### src/rtl/key_debounce_latch_if.sv
// Key front-end bundle: raw keys and consumer controls in,
// debounced levels and the latched one-hot key out.
interface key_debounce_latch_if;
    logic [7:0] key_in;
    logic       key_ack;
    logic       clear;
    logic [7:0] key_oh;
    logic       key_valid;
    logic [7:0] key_stable;
    logic       overrun;

    modport master (
        output key_in,
        output key_ack,
        output clear,
        input  key_oh,
        input  key_valid,
        input  key_stable,
        input  overrun
    );

    modport slave (
        input  key_in,
        input  key_ack,
        input  clear,
        output key_oh,
        output key_valid,
        output key_stable,
        output overrun
    );
endinterface

### src/rtl/key_debounce_latch.sv
// Synchronises, debounces and latches presses on 8 key lines.
// The latched key is one-hot, highest index wins, held until acked.
module key_debounce_latch #(
    parameter  int DEBOUNCE_CYC = 4,
    localparam int CNT_W        = $clog2(DEBOUNCE_CYC)
) (
    input logic                 clk,
    input logic                 rst_n,
    key_debounce_latch_if.slave bus
);

    localparam logic [CNT_W-1:0] CNT_MAX = CNT_W'(DEBOUNCE_CYC - 1);
    localparam logic [CNT_W-1:0] CNT_ONE = CNT_W'(1);

    typedef enum logic {
        IDLE,
        HOLD
    } state_t;

    logic [7:0]       s1_q;
    logic [7:0]       s2_q;
    logic [CNT_W-1:0] cnt_q [8];
    logic [CNT_W-1:0] cnt_d [8];
    logic [7:0]       stable_q;
    logic [7:0]       stable_d;
    logic [7:0]       rise;
    logic [7:0]       press_d;
    logic [7:0]       press_q;
    state_t           state_q;
    logic [7:0]       key_oh_q;
    logic             key_valid_q;
    logic             overrun_q;

    // Per-channel debounce counters and rise detection on acceptance.
    always_comb begin
        stable_d = stable_q;
        for (int k = 0; k < 8; k++) begin
            cnt_d[k] = cnt_q[k];
            if (s2_q[k] == stable_q[k]) begin
                cnt_d[k] = '0;
            end else if (cnt_q[k] == CNT_MAX) begin
                stable_d[k] = s2_q[k];
                cnt_d[k]    = '0;
            end else begin
                cnt_d[k] = cnt_q[k] + CNT_ONE;
            end
        end
        rise = stable_d & ~stable_q;
    end

    // Reduce simultaneous rises to one-hot; later (higher) index wins.
    always_comb begin
        press_d = '0;
        for (int k = 0; k < 8; k++) begin
            if (rise[k]) begin
                press_d    = '0;
                press_d[k] = 1'b1;
            end
        end
    end

    // Synchroniser, debounce state and one-cycle press vector.
    always_ff @(posedge clk) begin
        if (!rst_n) begin
            s1_q     <= '0;
            s2_q     <= '0;
            stable_q <= '0;
            press_q  <= '0;
            for (int k = 0; k < 8; k++) begin
                cnt_q[k] <= '0;
            end
        end else begin
            s1_q     <= bus.key_in;
            s2_q     <= s1_q;
            stable_q <= stable_d;
            press_q  <= press_d;
            for (int k = 0; k < 8; k++) begin
                cnt_q[k] <= cnt_d[k];
            end
        end
    end

    // Hold FSM: latch a press, release on ack, flag lost presses.
    always_ff @(posedge clk) begin
        if (!rst_n) begin
            state_q     <= IDLE;
            key_oh_q    <= '0;
            key_valid_q <= 1'b0;
            overrun_q   <= 1'b0;
        end else if (bus.clear) begin
            state_q     <= IDLE;
            key_oh_q    <= '0;
            key_valid_q <= 1'b0;
            overrun_q   <= 1'b0;
        end else begin
            unique case (state_q)
                IDLE: begin
                    if (|press_q) begin
                        key_oh_q    <= press_q;
                        key_valid_q <= 1'b1;
                        state_q     <= HOLD;
                    end
                end
                HOLD: begin
                    if (|press_q) begin
                        if (bus.key_ack) begin
                            key_oh_q <= press_q;
                        end else begin
                            overrun_q <= 1'b1;
                        end
                    end else if (bus.key_ack) begin
                        key_oh_q    <= '0;
                        key_valid_q <= 1'b0;
                        state_q     <= IDLE;
                    end
                end
                default: state_q <= IDLE;
            endcase
        end
    end

    assign bus.key_oh     = key_oh_q;
    assign bus.key_valid  = key_valid_q;
    assign bus.key_stable = stable_q;
    assign bus.overrun    = overrun_q;

endmodule

### src/flat_wrapper.sv
// flat-port wrapper written by rule: the top's interface ports become plain ports
module key_debounce_latch_flat 
#(
    parameter  int DEBOUNCE_CYC = 4,
    localparam int CNT_W        = $clog2(DEBOUNCE_CYC)
)
  (clk, rst_n, bus_key_in, bus_key_ack, bus_clear, bus_key_oh, bus_key_valid, bus_key_stable, bus_overrun);
  key_debounce_latch_if bus_i ();
  input logic clk;
  input logic rst_n;
  input wire logic [$bits(bus_i.key_in)-1:0] bus_key_in;
  input wire logic [$bits(bus_i.key_ack)-1:0] bus_key_ack;
  input wire logic [$bits(bus_i.clear)-1:0] bus_clear;
  output wire logic [$bits(bus_i.key_oh)-1:0] bus_key_oh;
  output wire logic [$bits(bus_i.key_valid)-1:0] bus_key_valid;
  output wire logic [$bits(bus_i.key_stable)-1:0] bus_key_stable;
  output wire logic [$bits(bus_i.overrun)-1:0] bus_overrun;
  assign bus_i.key_in = bus_key_in;
  assign bus_i.key_ack = bus_key_ack;
  assign bus_i.clear = bus_clear;
  assign bus_key_oh = bus_i.key_oh;
  assign bus_key_valid = bus_i.key_valid;
  assign bus_key_stable = bus_i.key_stable;
  assign bus_overrun = bus_i.overrun;
  key_debounce_latch #(.DEBOUNCE_CYC(DEBOUNCE_CYC)) u_core (.clk(clk), .rst_n(rst_n), .bus(bus_i));
endmodule
### config.mk
export PLATFORM = sky130hd
export DESIGN_NAME = key_debounce_latch_flat
export DESIGN_NICKNAME = d
export VERILOG_FILES = /design/src/rtl/key_debounce_latch_if.sv /design/src/rtl/key_debounce_latch.sv /design/src/flat_wrapper.sv
export SDC_FILE = /design/constraint.sdc
export NUM_CORES = 1
export LEC_CHECK = 0
export BUFFER_PORTS_ARGS = -buffer_cell sky130_fd_sc_hd__buf_2
export CORE_MARGIN = 4
export CORE_UTILIZATION = 30
export CTS_BUF_LIST = sky130_fd_sc_hd__clkbuf_4
export DETAILED_ROUTE_END_ITERATION = 16
export PLACE_DENSITY_LB_ADDON = 0.05
export SLEW_MARGIN = 20
export SYNTH_ARGS = -nofsm -noshare
export SYNTH_HDL_FRONTEND = slang
export SYNTH_SLANG_ARGS = --single-unit
### constraint.sdc
create_clock -name clk -period 2.85 [get_ports clk]
set_input_delay 0.1425 -clock clk [delete_from_list [all_inputs] [get_ports clk]]
set_output_delay 0.1425 -clock clk [all_outputs]
set_load 0.03 [all_outputs]
==> metrics.txt, run 1 <==
status=complete, no violations; post-synth top area share=53.67%; Slew HR=57.91%; unrepaired setup endpoints after global routing=no; post-CTS setup buffer count=0; fillcell total=686; Max Fanout on Critical Path=10; post_cts resized=0; Initial Util=31.69%; clk_skew=7.076 ps; die width=93.65 um; CP arrival=1740 ps; setup TNS=0 ps; core area=6944 sq um; Tmin final=1442 ps; CP startpoint kind=flip-flop; Setup crit start=u_core.state_q; 1st-pass router iterations=3; R2R cell count=3; 1st-iter DRT viols=46; largest net degree at the start of global routing=32; Post-synth EDFFs=0; Reg2Reg Setup Slack=1410 ps; Most used DFF post-synth=dfxtp_1; Final Max Slew Viols=0; layout net count=253; final setup fails=0; FFs w/ async S/R, synth=0%; share of cells above drive strength 1=21.52%; pwr/cell area=511.1 nW/um^2; Design Area, Final=2623 sq um; DR WL/cell=11.89 um; Syn Inst Count=191; Cell Area, Synth=2201 sq um; Via-to-Cell Ratio=4.568; max cap viols=0; CTS buffer count=9; Worst-Skew Late Latency=380 ps; sequential-to-total area share from yosys stat=53.67%; DP Cell Count=310; slew of the pin with the lowest slew margin=630.1 ps; cell taking the most area after synthesis=dfxtp_1; Clock Tree Buf Depth=2; worst r2r dst=u_core.bus.key_oh[7]; GRT Residual Overflow=0; antenna-violating nets left=0; input/output buffers=29; Crit path required time=3150 ps; most frequent cells in the layout=dfxtp_1, buf_2, and2_1; CTS Root Cell=clkbuf_4; worst hold slack=90.43 ps; CTS tree=built; Worst R2R Start=u_core.state_q; num ports=30; P&R area growth vs syn=19.16%; number of global-route vias before repair=1531; Synthesized Nets=211; Peak VDD IR=0.2061 mV; Worst Hold Class=in2reg; synth top area cells=dfxtp_1, and2_1, ha_1, nor4bb_1, a211oi_2; Leakage Power=1.060 nW; final hold vios=0; Worst setup endpoint=u_core.bus.key_oh[7]; Clk pin slew, worst setup/hold paths=90 ps; placed cell area=2446 sq um; antenna violations before repair=0; Final Non-Filler Cells=333; mean area per synthesized cell=11.52 sq um; Die Area=8770 sq um; ANT cells=0; first-pass GRT wire length=6955 um; GRT Total Usage=10.30%; DRC Markers=0; synth unique cells=35; routability cong.=0.7963; DIE HEIGHT=93.65 um; Max Fclk=693.4 MHz; register bit total from synthesis=59; Setup Crit Path Kind=reg2reg; Final Cycle Share=50.60%; # clock sinks=59; Routed WL=3961 um; Synth Warn #=0; HPWL after detailed placement=2834 um; commonest non-fill, non-tap cell in the layout=dfxtp_1; Crit. End Element=flip-flop; CTS hold repair buffers=8; total number of vias=1521; # rows=30; H-tree depth=3
-- per-layer routing --
metal,vias up,track usage (%),share of wire [%],wire length (um)
li1,771,-,-,-
met3,8,4.728,5.8,228
met2,29,16.86,48,1883
met1,713,11.39,45,1788
met4,0,4.693,1.5,60
met5,-,0,0,0
-- per-stage QoR --
| step | setup slack, ps | total power, mW | util [%] |
|---|---|---|---|
| 2_1_floorplan | 1571 | 0.8909 | - |
| 3_3_place_gp | 1486 | 0.9041 | 35.23 |
| 3_5_place_dp | 1411 | 0.9069 | 35.23 |
| 4_1_cts | 1395 | 1.369 | 37.77 |
| 5_1_grt | 1225 | 1.409 | 37.77 |
| 6_report | 1408 | 1.340 | 37.77 |
-- worst max-delay path, stage by stage, from the launching register on --
cell,delay [ps]
dfxtp_1,430
nor2b_1,560
nor2_1,120
a211oi_2,240
-- cell usage after synthesis (2+ instances only) --
library cell  count
nor3b_1           2
nor4b_1           5
dfxtp_1          59
nor4_4            2
inv_1             2
nor2_1            8
clkbuf_1          6
ha_1              8
nor4bb_1          8
and2_1           16
nor3_1            4
mux2i_1           6
a211oi_2          6
nand2b_1          4
nand3_1           2
nand2_1           2
a21boi_0          2
nand3b_1          5
xnor2_1           4
nor2b_1          10
and4b_1           4
a21oi_1           8
nand4_1           2
o21a_1            2
xor2_1            4
-- how the worst min path moves through the flow --
| stage | startpoint | end | slack, ps | cells past startpoint |
|---|---|---|---|---|
| after global placement | bus_key_in[4] | u_core.s1_q[4] | 350 | 2 |
| after detailed placement | bus_key_in[4] | u_core.s1_q[4] | 350 | 2 |
| after floorplan | bus_key_in[0] | u_core.s1_q[0] | 270 | 1 |
| after CTS | bus_clear | u_core.bus.overrun | 60 | 3 |
| final | bus_clear | u_core.bus.overrun | 90 | 3 |
| after global routing | bus_clear | u_core.bus.overrun | 80 | 3 |
-- cell type report --
| type | instances | area [sq um] | share of cell area (%) |
|---|---|---|---|
| clock buffers | 10 | 75.07 | 2.863 |
| inverters | 2 | 7.507 | 0.2863 |
| repair buffers | 38 | 232.7 | 8.874 |
| flip-flops and latches | 59 | 1181 | 45.04 |
| well taps | 96 | 120.1 | 4.580 |
| multi-input cells | 123 | 984.7 | 37.55 |
| clock inverters | 5 | 21.27 | 0.8111 |
-- state kept, by name (all words and copies together) (netlist names) --
signal / count
u_core.s2_q: 8
u_core.cnt_q: 16
u_core.bus.key_oh: 8
u_core.press_q: 8
u_core.bus.overrun: 1
u_core.s1_q: 8
u_core.state_q: 1
u_core.bus.key_valid: 1
u_core.bus.key_stable: 8
-- power by group --
part           internal (mW)  switching (mW)  leakage [nW]
registers              0.838         0.00670         0.479
logic                 0.0292          0.0211         0.522
clock network          0.173           0.273        0.0585
total                   1.04           0.301          1.06
-- cell families after synthesis --
logic type      after synthesis  share of synthesized area, %
buf+inv                       9                         1.592
simple gates                 76                         25.24
xor+xnor                      8                         3.183
flops                        59                         53.67
mux                           6                         2.729
fa+ha+maj                     8                         4.548
compound gates               25                         9.039
(Power assumes the default switching activity.)
==> inputs of run 2 (changes only) <==
==> constraint.sdc (replaced) <==
create_clock -name clk -period 1.3 [get_ports clk]
set_input_delay 0.065 -clock clk [delete_from_list [all_inputs] [get_ports clk]]
set_output_delay 0.065 -clock clk [all_outputs]
set_load 0.03 [all_outputs]
==> run 2 against run 1 <==
Against the previous run:
- clock power grew 130%
- clock skew grew 2.0 ps
- first-iteration DRC count grew 4.3%
- highest routed layer unchanged
==> metrics.txt, run 2 (same netlist as run 1, synthesis figures left out) <==
DIE HEIGHT=93.65 um; total number of vias=1553; Routed WL=4194 um; HPWL after detailed placement=3183 um; share of cells above drive strength 1=29.96%; Peak VDD IR=0.5468 mV; Tmin final=1217 ps; worst hold slack=28.89 ps; final setup fails=0; Hold Path End=u_core.bus.key_valid; ANT cells=0; DR WL/cell=11.88 um; final hold vios=0; status=complete, no violations; Max Fclk=821.8 MHz; P&R area growth vs syn=27.74%; Slew HR=78.47%; # rows=30; 1st-iter DRT viols=48; CTS buffer count=9; Worst R2R Start=u_core.press_q[7]; Final Non-Filler Cells=353; Worst-Skew Late Latency=380 ps; Reg2Reg Setup Slack=80 ps; Initial Util=31.69%; most frequent cells in the layout=dfxtp_1, buf_2, buf_4; H-tree depth=3; GRT Residual Overflow=0; Final Max Slew Viols=0; worst hold stages=3; CTS tree=built; Max stage delay cell, worst path=dfxtp_2; Leakage Power=1.174 nW; max reg flops=16; R2R cell count=5; antenna violations before repair=0; CP arrival=1490 ps; commonest non-fill, non-tap cell in the layout=dfxtp_1; Clk pin slew, worst setup/hold paths=80 ps; # clock sinks=59; hold_sp=bus_key_ack; core area=6944 sq um; antenna-violating nets left=0; DRC Markers=0; Clock Tree Buf Depth=2; CTS Root Cell=clkbuf_4; unrepaired setup endpoints after global routing=yes; largest net degree at the start of global routing=19; fin util=40.49%; routability cong.=0.7218; max cap viols=0; number of global-route vias before repair=1653; CP startpoint kind=flip-flop; placed cell area=2574 sq um; DP Cell Count=327; first-pass GRT wire length=7562 um; Die Area=8770 sq um; layout net count=272; num ports=30; worst r2r dst=u_core.bus.key_valid; Reg with most FFs=u_core.cnt_q; Crit path required time=1580 ps; Design Area, Final=2811 sq um; Via-to-Cell Ratio=4.399; worst-path cell chain=nor4_4, buf_4, buf_12, a41oi_1, o21a_1; Worst Hold Class=in2reg; Final Cycle Share=93.60%; Crit. End Element=flip-flop; fillcell total=696; GRT Total Usage=11.12%; slew of the pin with the lowest slew margin=322.2 ps; final setup margin=83.15 ps; dpl ws=24.95 ps; Max Fanout on Critical Path=6; slowest cell delay on critical path=350 ps; 1st-pass router iterations=3; clk_skew=9.104 ps; Setup Crit Path Kind=reg2reg; pwr/cell area=1072 nW/um^2; input/output buffers=29; die width=93.65 um
[run 2: cell types whose count changed in the layout (fill, tap and decap cells not counted), moves of 2 or more]
cell      change
nor3_1        -2
clkbuf_4      +2
nor3_2        +2
buf_4        +17
dfxtp_2       +3
dfxtp_1       -3
[run 2: critical path, delay by kind of cell (launching register included)]
kind / cells / cell delay [ps]
AOI/OAI and AO/OA: 2 / 230
buffers and inverters: 2 / 280
DFF: 1 / 350
and+or+nand+nor: 1 / 260
[run 2: what timing repair did]
action / 4_1_cts / 5_1_grt
endpoints found under the setup margin: 1 / 11
buffers inserted: 0 / 1
gates resized for setup: 1 / 5
pin swaps: 0 / 1
cloned: 0 / 0
endpoints found under the hold margin: 9 / 0
hold buffers: 9 / 0
[run 2: worst max-delay path by stage]
stage | startpoint | endpoint | slack [ps] | cells past startpoint
2_1_floorplan | u_core.bus.key_stable[6] | u_core.press_q[2] | 20 | 3
3_3_place_gp | u_core.cnt_q[1][4] | u_core.press_q[1] | 90 | 5
3_5_place_dp | u_core.cnt_q[1][4] | u_core.press_q[0] | 20 | 5
4_1_cts | u_core.press_q[6] | u_core.bus.key_oh[0] | 20 | 4
5_1_grt | u_core.cnt_q[1][2] | u_core.press_q[0] | -30 | 5
6_report | u_core.press_q[7] | u_core.bus.key_valid | 80 | 5
[run 2: where the power goes]
group	total (mW)	switching, mW	internal, mW
registers	1.85	0.0150	1.84
logic	0.126	0.0502	0.0762
clock network	1.04	0.595	0.441
total	3.01	0.660	2.35
[run 2: per-layer routing]
metal  global-route usage (%)  routed length [um]  vias to the layer above
met2                    17.75                1983                       31
met3                    5.288                 248                        6
met1                    13.03                1896                      703
met4                    3.971                  66                        0
met5                        0                   0                        -
li1                         -                   -                      813
[run 2: through the flow]
stage          TNS (ps)  power (mW)
2_1_floorplan         0       1.953
3_3_place_gp          0       1.995
3_5_place_dp          0       2.002
4_1_cts               0       3.086
5_1_grt          -59.43       3.174
6_report              0       3.013
[run 2: final cells by class]
type	instances	area [sq um]	area share, %
multi-input combinational	123	1001	35.60
clock buffer	12	90.09	3.204
inverter	2	7.507	0.2670
sequential	59	1185	42.15
tap	96	120.1	4.272
timing repair buffer	57	390.4	13.89
clock inverter	4	17.52	0.6231
